File: src/rtl/reg_serial_reader_if.sv
// Handshake and data bundle between a controlling FSM and reg_serial_reader.
// The master drives the word and the start request; the slave returns the serial stream and status.
interface reg_serial_reader_if #(
  parameter int unsigned WIDTH = 8
);
  logic [WIDTH-1:0] D;
  logic             start;
  logic             busy;
  logic             sout;
  logic             bit_valid;
  logic             done;

  modport master (
    output D,
    output start,
    input  busy,
    input  sout,
    input  bit_valid,
    input  done
  );

  modport slave (
    input  D,
    input  start,
    output busy,
    output sout,
    output bit_valid,
    output done
  );
endinterface

File: src/rtl/reg_serial_reader.sv
// Serialises a captured parallel word MSB-first, holding each bit DIV clocks, with optional even parity.
// All outputs are flopped from the next-state values, so nothing combinational reaches them from start or D.
module reg_serial_reader #(
  parameter int unsigned WIDTH  = 8,
  parameter int unsigned DIV    = 4,
  parameter int unsigned PARITY = 0
) (
  input  logic              CLK,
  input  logic              RST,
  reg_serial_reader_if.slave bus
);

  localparam int unsigned BCW  = $clog2(WIDTH + 2);
  localparam int unsigned DCW  = (DIV > 1) ? $clog2(DIV) : 1;
  localparam int unsigned LAST = (PARITY != 0) ? WIDTH : WIDTH - 1;

  typedef enum logic [1:0] {
    S_IDLE  = 2'd0,
    S_SHIFT = 2'd1,
    S_DONE  = 2'd2
  } state_e;

  state_e           state_q, state_d;
  logic [WIDTH-1:0] shreg_q, shreg_d;
  logic             par_q, par_d;
  logic [BCW-1:0]   bit_cnt_q, bit_cnt_d;
  logic [DCW-1:0]   div_cnt_q, div_cnt_d;
  logic             busy_q, busy_d;
  logic             sout_q, sout_d;
  logic             done_q, done_d;

  // State and output registers.
  always_ff @(posedge CLK) begin
    if (RST) begin
      state_q   <= S_IDLE;
      shreg_q   <= '0;
      par_q     <= 1'b0;
      bit_cnt_q <= '0;
      div_cnt_q <= '0;
      busy_q    <= 1'b0;
      sout_q    <= 1'b0;
      done_q    <= 1'b0;
    end else begin
      state_q   <= state_d;
      shreg_q   <= shreg_d;
      par_q     <= par_d;
      bit_cnt_q <= bit_cnt_d;
      div_cnt_q <= div_cnt_d;
      busy_q    <= busy_d;
      sout_q    <= sout_d;
      done_q    <= done_d;
    end
  end

  // Next-state and datapath update; DONE accepts a start just like IDLE.
  always_comb begin
    state_d   = state_q;
    shreg_d   = shreg_q;
    par_d     = par_q;
    bit_cnt_d = bit_cnt_q;
    div_cnt_d = div_cnt_q;
    unique case (state_q)
      S_IDLE, S_DONE: begin
        state_d = S_IDLE;
        if (bus.start) begin
          shreg_d   = bus.D;
          par_d     = ^bus.D;
          bit_cnt_d = '0;
          div_cnt_d = '0;
          state_d   = S_SHIFT;
        end
      end
      S_SHIFT: begin
        if (div_cnt_q == DCW'(DIV - 1)) begin
          div_cnt_d = '0;
          shreg_d   = shreg_q << 1;
          bit_cnt_d = BCW'(bit_cnt_q + 1'b1);
          if (bit_cnt_q == BCW'(LAST)) begin
            state_d = S_DONE;
          end
        end else begin
          div_cnt_d = DCW'(div_cnt_q + 1'b1);
        end
      end
      default: state_d = S_IDLE;
    endcase
  end

  // Output decode from the upcoming state; the parity flag replaces the MSB in the extra slot.
  always_comb begin
    busy_d = 1'b0;
    sout_d = 1'b0;
    done_d = 1'b0;
    if (state_d == S_SHIFT) begin
      busy_d = 1'b1;
      if ((PARITY != 0) && (bit_cnt_d == BCW'(WIDTH))) begin
        sout_d = par_d;
      end else begin
        sout_d = shreg_d[WIDTH-1];
      end
    end
    if (state_d == S_DONE) begin
      done_d = 1'b1;
    end
  end

  assign bus.busy      = busy_q;
  assign bus.sout      = sout_q;
  assign bus.bit_valid = busy_q;
  assign bus.done      = done_q;

endmodule

File: src/flat_wrapper.sv
// flat-port wrapper written by rule: the top's interface ports become plain ports
module reg_serial_reader_flat 
#(
  parameter int unsigned WIDTH  = 8,
  parameter int unsigned DIV    = 4,
  parameter int unsigned PARITY = 0
)
  (CLK, RST, bus_D, bus_start, bus_busy, bus_sout, bus_bit_valid, bus_done);
  reg_serial_reader_if #(.WIDTH(WIDTH)) bus_i ();
  input  logic CLK;
  input  logic RST;
  input wire logic [$bits(bus_i.D)-1:0] bus_D;
  input wire logic [$bits(bus_i.start)-1:0] bus_start;
  output wire logic [$bits(bus_i.busy)-1:0] bus_busy;
  output wire logic [$bits(bus_i.sout)-1:0] bus_sout;
  output wire logic [$bits(bus_i.bit_valid)-1:0] bus_bit_valid;
  output wire logic [$bits(bus_i.done)-1:0] bus_done;
  assign bus_i.D = bus_D;
  assign bus_i.start = bus_start;
  assign bus_busy = bus_i.busy;
  assign bus_sout = bus_i.sout;
  assign bus_bit_valid = bus_i.bit_valid;
  assign bus_done = bus_i.done;
  reg_serial_reader #(.WIDTH(WIDTH), .DIV(DIV), .PARITY(PARITY)) u_core (.CLK(CLK), .RST(RST), .bus(bus_i));
endmodule
File: config.mk
export PLATFORM = sky130hd
export DESIGN_NAME = reg_serial_reader_flat
export DESIGN_NICKNAME = d
export VERILOG_FILES = /design/src/rtl/reg_serial_reader_if.sv /design/src/rtl/reg_serial_reader.sv /design/src/flat_wrapper.sv
export SDC_FILE = /design/constraint.sdc
export NUM_CORES = 1
export LEC_CHECK = 0
export BUFFER_PORTS_ARGS = -buffer_cell sky130_fd_sc_hd__buf_2
export CAP_MARGIN = 20
export CORE_ASPECT_RATIO = 0.75
export CORE_MARGIN = 1
export CORE_UTILIZATION = 36
export CTS_BUF_LIST = sky130_fd_sc_hd__clkbuf_2 sky130_fd_sc_hd__clkbuf_4 sky130_fd_sc_hd__clkbuf_8
export DETAILED_ROUTE_END_ITERATION = 10
export PLACE_DENSITY = 0.53
export SLEW_MARGIN = 20
export SYNTH_ARGS = -nofsm -noshare
export SYNTH_HDL_FRONTEND = slang
export SYNTH_SLANG_ARGS = --single-unit
File: constraint.sdc
create_clock -name CLK -period 1.7 [get_ports CLK]
set_input_delay 0.255 -clock CLK [delete_from_list [all_inputs] [get_ports CLK]]
set_output_delay 0.255 -clock CLK [all_outputs]
set_load 0.05 [all_outputs]
======== After elaboration in Yosys (flattened, before gate mapping) ========
Index checks and enable logic that the tools add are counted.
storage, ports and cells
  flip-flop bits (word level) ............. 19
  latch bits .............................. 0
  memory bits (writable) .................. 0
  ROM bits ................................ 0
  output and inout bits ................... 4
  logic and storage cells ................. 40
  memories kept ........................... 0
cells by class
  add/sub/neg operators ................... 2
  multipliers ............................. 0
  divide/modulo/power cells ............... 0
  order comparisons ....................... 0
  eq/ne operators ......................... 8
  shift operators ......................... 0
  mux-type cells .......................... 15
  bitwise logic cells ..................... 1
  reduce and logical (&&, ||, !) cells .... 6
operator list
  operator                                               count
  two-way mux 8 bit                                      2
  one-hot mux 8 bit (2 select lines)                     1
  two-way mux 2 bit                                      4
  two-way mux 4 bit                                      2
  one-hot mux 2 bit (2 select lines)                     2
  one-hot mux 4 bit (2 select lines)                     1
  equality test 2 bit, second input constant             3
  adder 4 x 1 -> 4 bit, second input constant            1
  equality test 2 x 1 -> 1 bit, second input constant    2
  equality test 4 x 3 -> 1 bit, second input constant    1
  OR reduction 2 bit                                     2
  two-way mux 1 bit                                      3
  AND reduction 3 bit                                    1
  adder 2 x 1 -> 2 bit, second input constant            1
  zero test 2 bit                                        1
  inequality test 2 x 1 -> 1 bit, second input constant  1
  inequality test 2 bit, second input constant           1
  AND reduction 2 bit                                    1
  nonzero test 2 bit                                     1
  NOT 1 bit                                              1

======== Logic depth before layout (Yosys ltp) ========
  depth in word-level cells ............... 7
  mapped depth ............................ 5

======== Worst setup path after synthesis ========
OpenSTA, ideal clock, no wires.
  path kind ............................... reg-to-reg
  from .................................... register u_core.div_cnt_q[0]
  to ...................................... register u_core.bit_cnt_q[3]
  library setup time ...................... 0.080 ns
  arrival time ............................ 1.204 ns
  slack ................................... 0.416 ns
  cell stages (with the launch flop) ...... 5
  buffers on the path ..................... 0
  period minus slack after synthesis ...... 1.284 ns
  cells stage by stage .................... dfxtp_1 > ha_1 > nand3b_1 > or3_1 > a211oi_2
between the ends
  word-level cells in the longest chain between the ends .. 3
ends and longest elaborated chain
  what                                      line                     RTL
  start, declared                           reg_serial_reader.sv:27  logic [DCW-1:0] div_cnt_q, div_cnt_d;
  start signal, assigned                    reg_serial_reader.sv:48  div_cnt_q <= div_cnt_d;
  equality test 2 bit                       reg_serial_reader.sv:74  if (div_cnt_q == DCW'(DIV - 1)) begin
  inequality test 2 x 1 -> 1 bit (no line)  n/a
  AND reduction 3 bit (no line)             n/a
  end signal, assigned                      reg_serial_reader.sv:47  bit_cnt_q <= bit_cnt_d;
  end, declared                             reg_serial_reader.sv:26  logic [BCW-1:0] bit_cnt_q, bit_cnt_d;
No other way between the ends.
A chain may end at the register's enable or synchronous reset.

======== Worst setup path after layout ========
  from .................................... register u_core.state_q[0]
  to ...................................... register u_core.sout_q (netlist: u_core.bus.sout)
between the ends
  word-level cells in the longest chain between the ends .. 6
  elaborated cells on any way between the ends .. 11
  classes of those cells .................. 3 x eq/ne; 4 x mux; 1 x bitwise; 3 x reduce/logical
ends and longest elaborated chain
  what                                                            line                                              RTL
  start, declared                                                 reg_serial_reader.sv:23                           state_e state_q, state_d;
  start signal, assigned                                          reg_serial_reader.sv:44                           state_q <= state_d;
  equality test 2 bit (tied with other cells)                     reg_serial_reader.sv:62                           unique case (state_q)
  OR reduction 2 bit / two-way mux 2 bit (equally long branches)  reg_serial_reader.sv:62, reg_serial_reader.sv:74
  one-hot mux 2 bit (2 select lines)                              reg_serial_reader.sv:62
  equality test 2 x 1 -> 1 bit                                    reg_serial_reader.sv:94                           if (state_d == S_SHIFT) begin
  NOT 1 bit (no line)                                             n/a
  OR reduction 2 bit (no line)                                    n/a
  end signal, assigned                                            reg_serial_reader.sv:50                           sout_q <= sout_d;
  end, declared                                                   reg_serial_reader.sv:29                           logic sout_q, sout_d;
Parallel ways exist; a longest one is shown, timed or not.

==> reports/qor.txt <==
CP max stage cell - nor2b_1
Post-Syn Nets - 101
Clock Sinks - 19
placed cell areas - 878 um2
Main synth FF type - dfxtp_1
CTS tree - done
initial antenna violation count - 0
Critical path buffers and inverters - 0
sequential area share after synthesis - 0.472
register bit count reported by yosys - 19
RSZ-0062 raised after global routing - false
HP Start - bus_D[0]
Final TNS setup - 0 ns
hold depth - 3
delay-heaviest family, CP - simple AND/OR/NAND/NOR gates
IO Count - 15
vias per cell - 5.53
Routed WL - 1600 um
Die Wd - 56.6 um
Crit Path Class - flip-flop to flip-flop
Multi-input gate area - 383 um2
vias in the first global route - 551
proportion of layout cells with a drive suffix above 1 - 0.210
H-tree levels - 1
CP Cell Sequence - nor2b_1, a21oi_1, nor3_1
area delta synth->final - 12.7%
Final period util - 0.829
Row Count - 14
crit-path max FO - 10
Final Hold Viols - 0
CTS clk-pin slew, worst paths - 0.10 ns
full die area - 0.00243 mm2
first-pass GRT wire length - 2490 um
R2R Setup Slk - 0.29 ns
CP max stage delay - 0.61 ns
Max Clock Skew - 0.00555 ns
port bufs - 14
routed vias - 686
largest net degree at the start of global routing - 20
largest vdd supply drop - 0.000472 V
# DRC - 0
nets - 114
Worst-Margin Slew - 0.778 ns
Leak Pwr - 0.000348 uW
hold crit path type - input port to flip-flop
WHS Endpoint - u_core.shreg_q[0]
largest cells by area after synthesis - dfxtp_1, a21oi_1, nand3_1
ys async rst share - 0
Startpoint Class - flip-flop
CTS root buffer - clkbuf_4
design area - 908 um2
most frequent cell after synthesis - dfxtp_1
insertion delay to the later sink of the worst-skew pair - 0.29 ns
core footprint - 0.00205 mm2
area leader, netlist - dfxtp_1
Post-synth EDFFs - 0
TritonRoute pass-1 iters - 4
post-route ant nets - 0
die extent in y - 43.0 um
register area - 380 um2
setup violators final - 0
power per cell area - 905 mW/mm2
maxcap violations - 0
setup bufs post-CTS - 0
Max Slew Vio Count - 0
status - complete, no violations
area share of the largest cell type after synthesis - 0.472
synth cell count leaders - dfxtp_1, a21oi_1, nand3_1
cts hold-fix bufs - 0
R2R Path End - u_core.bus.sout
FILL cells - 215
RePlAce Congestion - 0.757
TritonCTS buffer count - 3
Starting DRT DRC Count - 12
DP HPWL - 1070 um
fin util - 0.443
R2R depth - 3
reg-to-reg critical path startpoint - u_core.state_q[0]
Worst Path Required - 1.92 ns
FMAX - 710 MHz
Starting Density - 0.393
Avg Inst Size Synth - 9.16 um2
final critical-path required period - 1.41 ns
critical path arrival - 1.63 ns
Synth cell types - 25
Mapped Cells - 88
Mapped Area - 806 um2
Max clock buf depth - 2
CP Capture Type - flip-flop
CTS resizes - 0
wire per inst - 12.9 um
Rel. slew slack - 0.480
n_diodes - 0
Ys Warns - 0
All-Layer GR Usage - 0.135
total gr overflow - 0
## worst max path at each step
stage,from,to,slack [ns],depth (start not counted)
2_1_floorplan,u_core.div_cnt_q[0],u_core.bit_cnt_q[3],0.42,4
3_3_place_gp,bus_start,u_core.shreg_q[1],0.33,4
3_5_place_dp,bus_start,u_core.bus.sout,0.25,4
4_1_cts,u_core.div_cnt_q[0],u_core.bit_cnt_q[3],0.29,4
5_1_grt,u_core.div_cnt_q[0],u_core.bit_cnt_q[3],0.21,4
6_report,u_core.state_q[0],u_core.bus.sout,0.29,3
## report_power, final
group	switching (uW)	total [uW]	internal, uW
clock	131	238	107
sequential	9.45	475	466
combinational	69.7	108	38.6
## worst reg2reg max path, cell delays in order (launching register included)
cell and delay (ns):
dfxtp_1 0.32, nor2b_1 0.61, a21oi_1 0.18, nor3_1 0.23
## metal layers
layer  global-route usage  wire length (um)  vias up
li1                     -                 -      347
met1                0.185               831      322
met2                0.195               663       15
met3               0.0579                93        2
met4               0.0293                12        0
met5                    0                 0        -
## sequential cells by signal, indices dropped and copies added, names as in the netlist
register / cells
u_core.bit_cnt_q: 4
u_core.bus.bit_valid: 1
u_core.bus.done: 1
u_core.bus.sout: 1
u_core.div_cnt_q: 2
u_core.shreg_q: 8
u_core.state_q: 2
## cell usage in the layout, fill, tap and decap left out, drive strengths merged
cell	instances
buf	16
nor2	4
nand2	3
o221ai	1
a211oi	1
nand3	11
clkbuf	4
ha	2
a22oi	6
nand3b	1
or3	1
a31oi	1
dfxtp	19
a21oi	11
and3b	1
nand4b	2
o21ai	1
mux2	1
nand4bb	1
nor2b	3
nor4b	1
nor3	4
xor2	1
nand2b	4
## final cells by class
type / instances / share of cell area
Multi-Input combinational cell: 61 / 0.421
Sequential cell: 19 / 0.419
Timing Repair Buffer: 16 / 0.0937
Clock buffer: 4 / 0.0331
Tap cell: 24 / 0.0331
## per-stage QoR
step           std cells  hold slack (ns)  power (uW)  setup WS, ns
6_report             124            0.202         822         0.291
5_1_grt              124            0.184         863         0.208
4_1_cts              124            0.188         834         0.289
3_5_place_dp         120            0.458         593         0.254
3_3_place_gp         120            0.455         592         0.327
2_1_floorplan         88            0.391         568         0.416
## cell families (layout without fill, tap and decap cells)
logic type,count (synthesis),after routing,share of synthesized area
AND/OR/NAND/NOR,36,36,0.255
XOR/XNOR,1,1,0.0109
flip-flops,19,19,0.472
buffers and inverters,8,20,0.0528
AO/OA/AOI/OAI,21,21,0.165
adder cells (fa/ha/maj),2,2,0.0311
multiplexers,1,1,0.0140
Power figures use the tool's default switching activity.
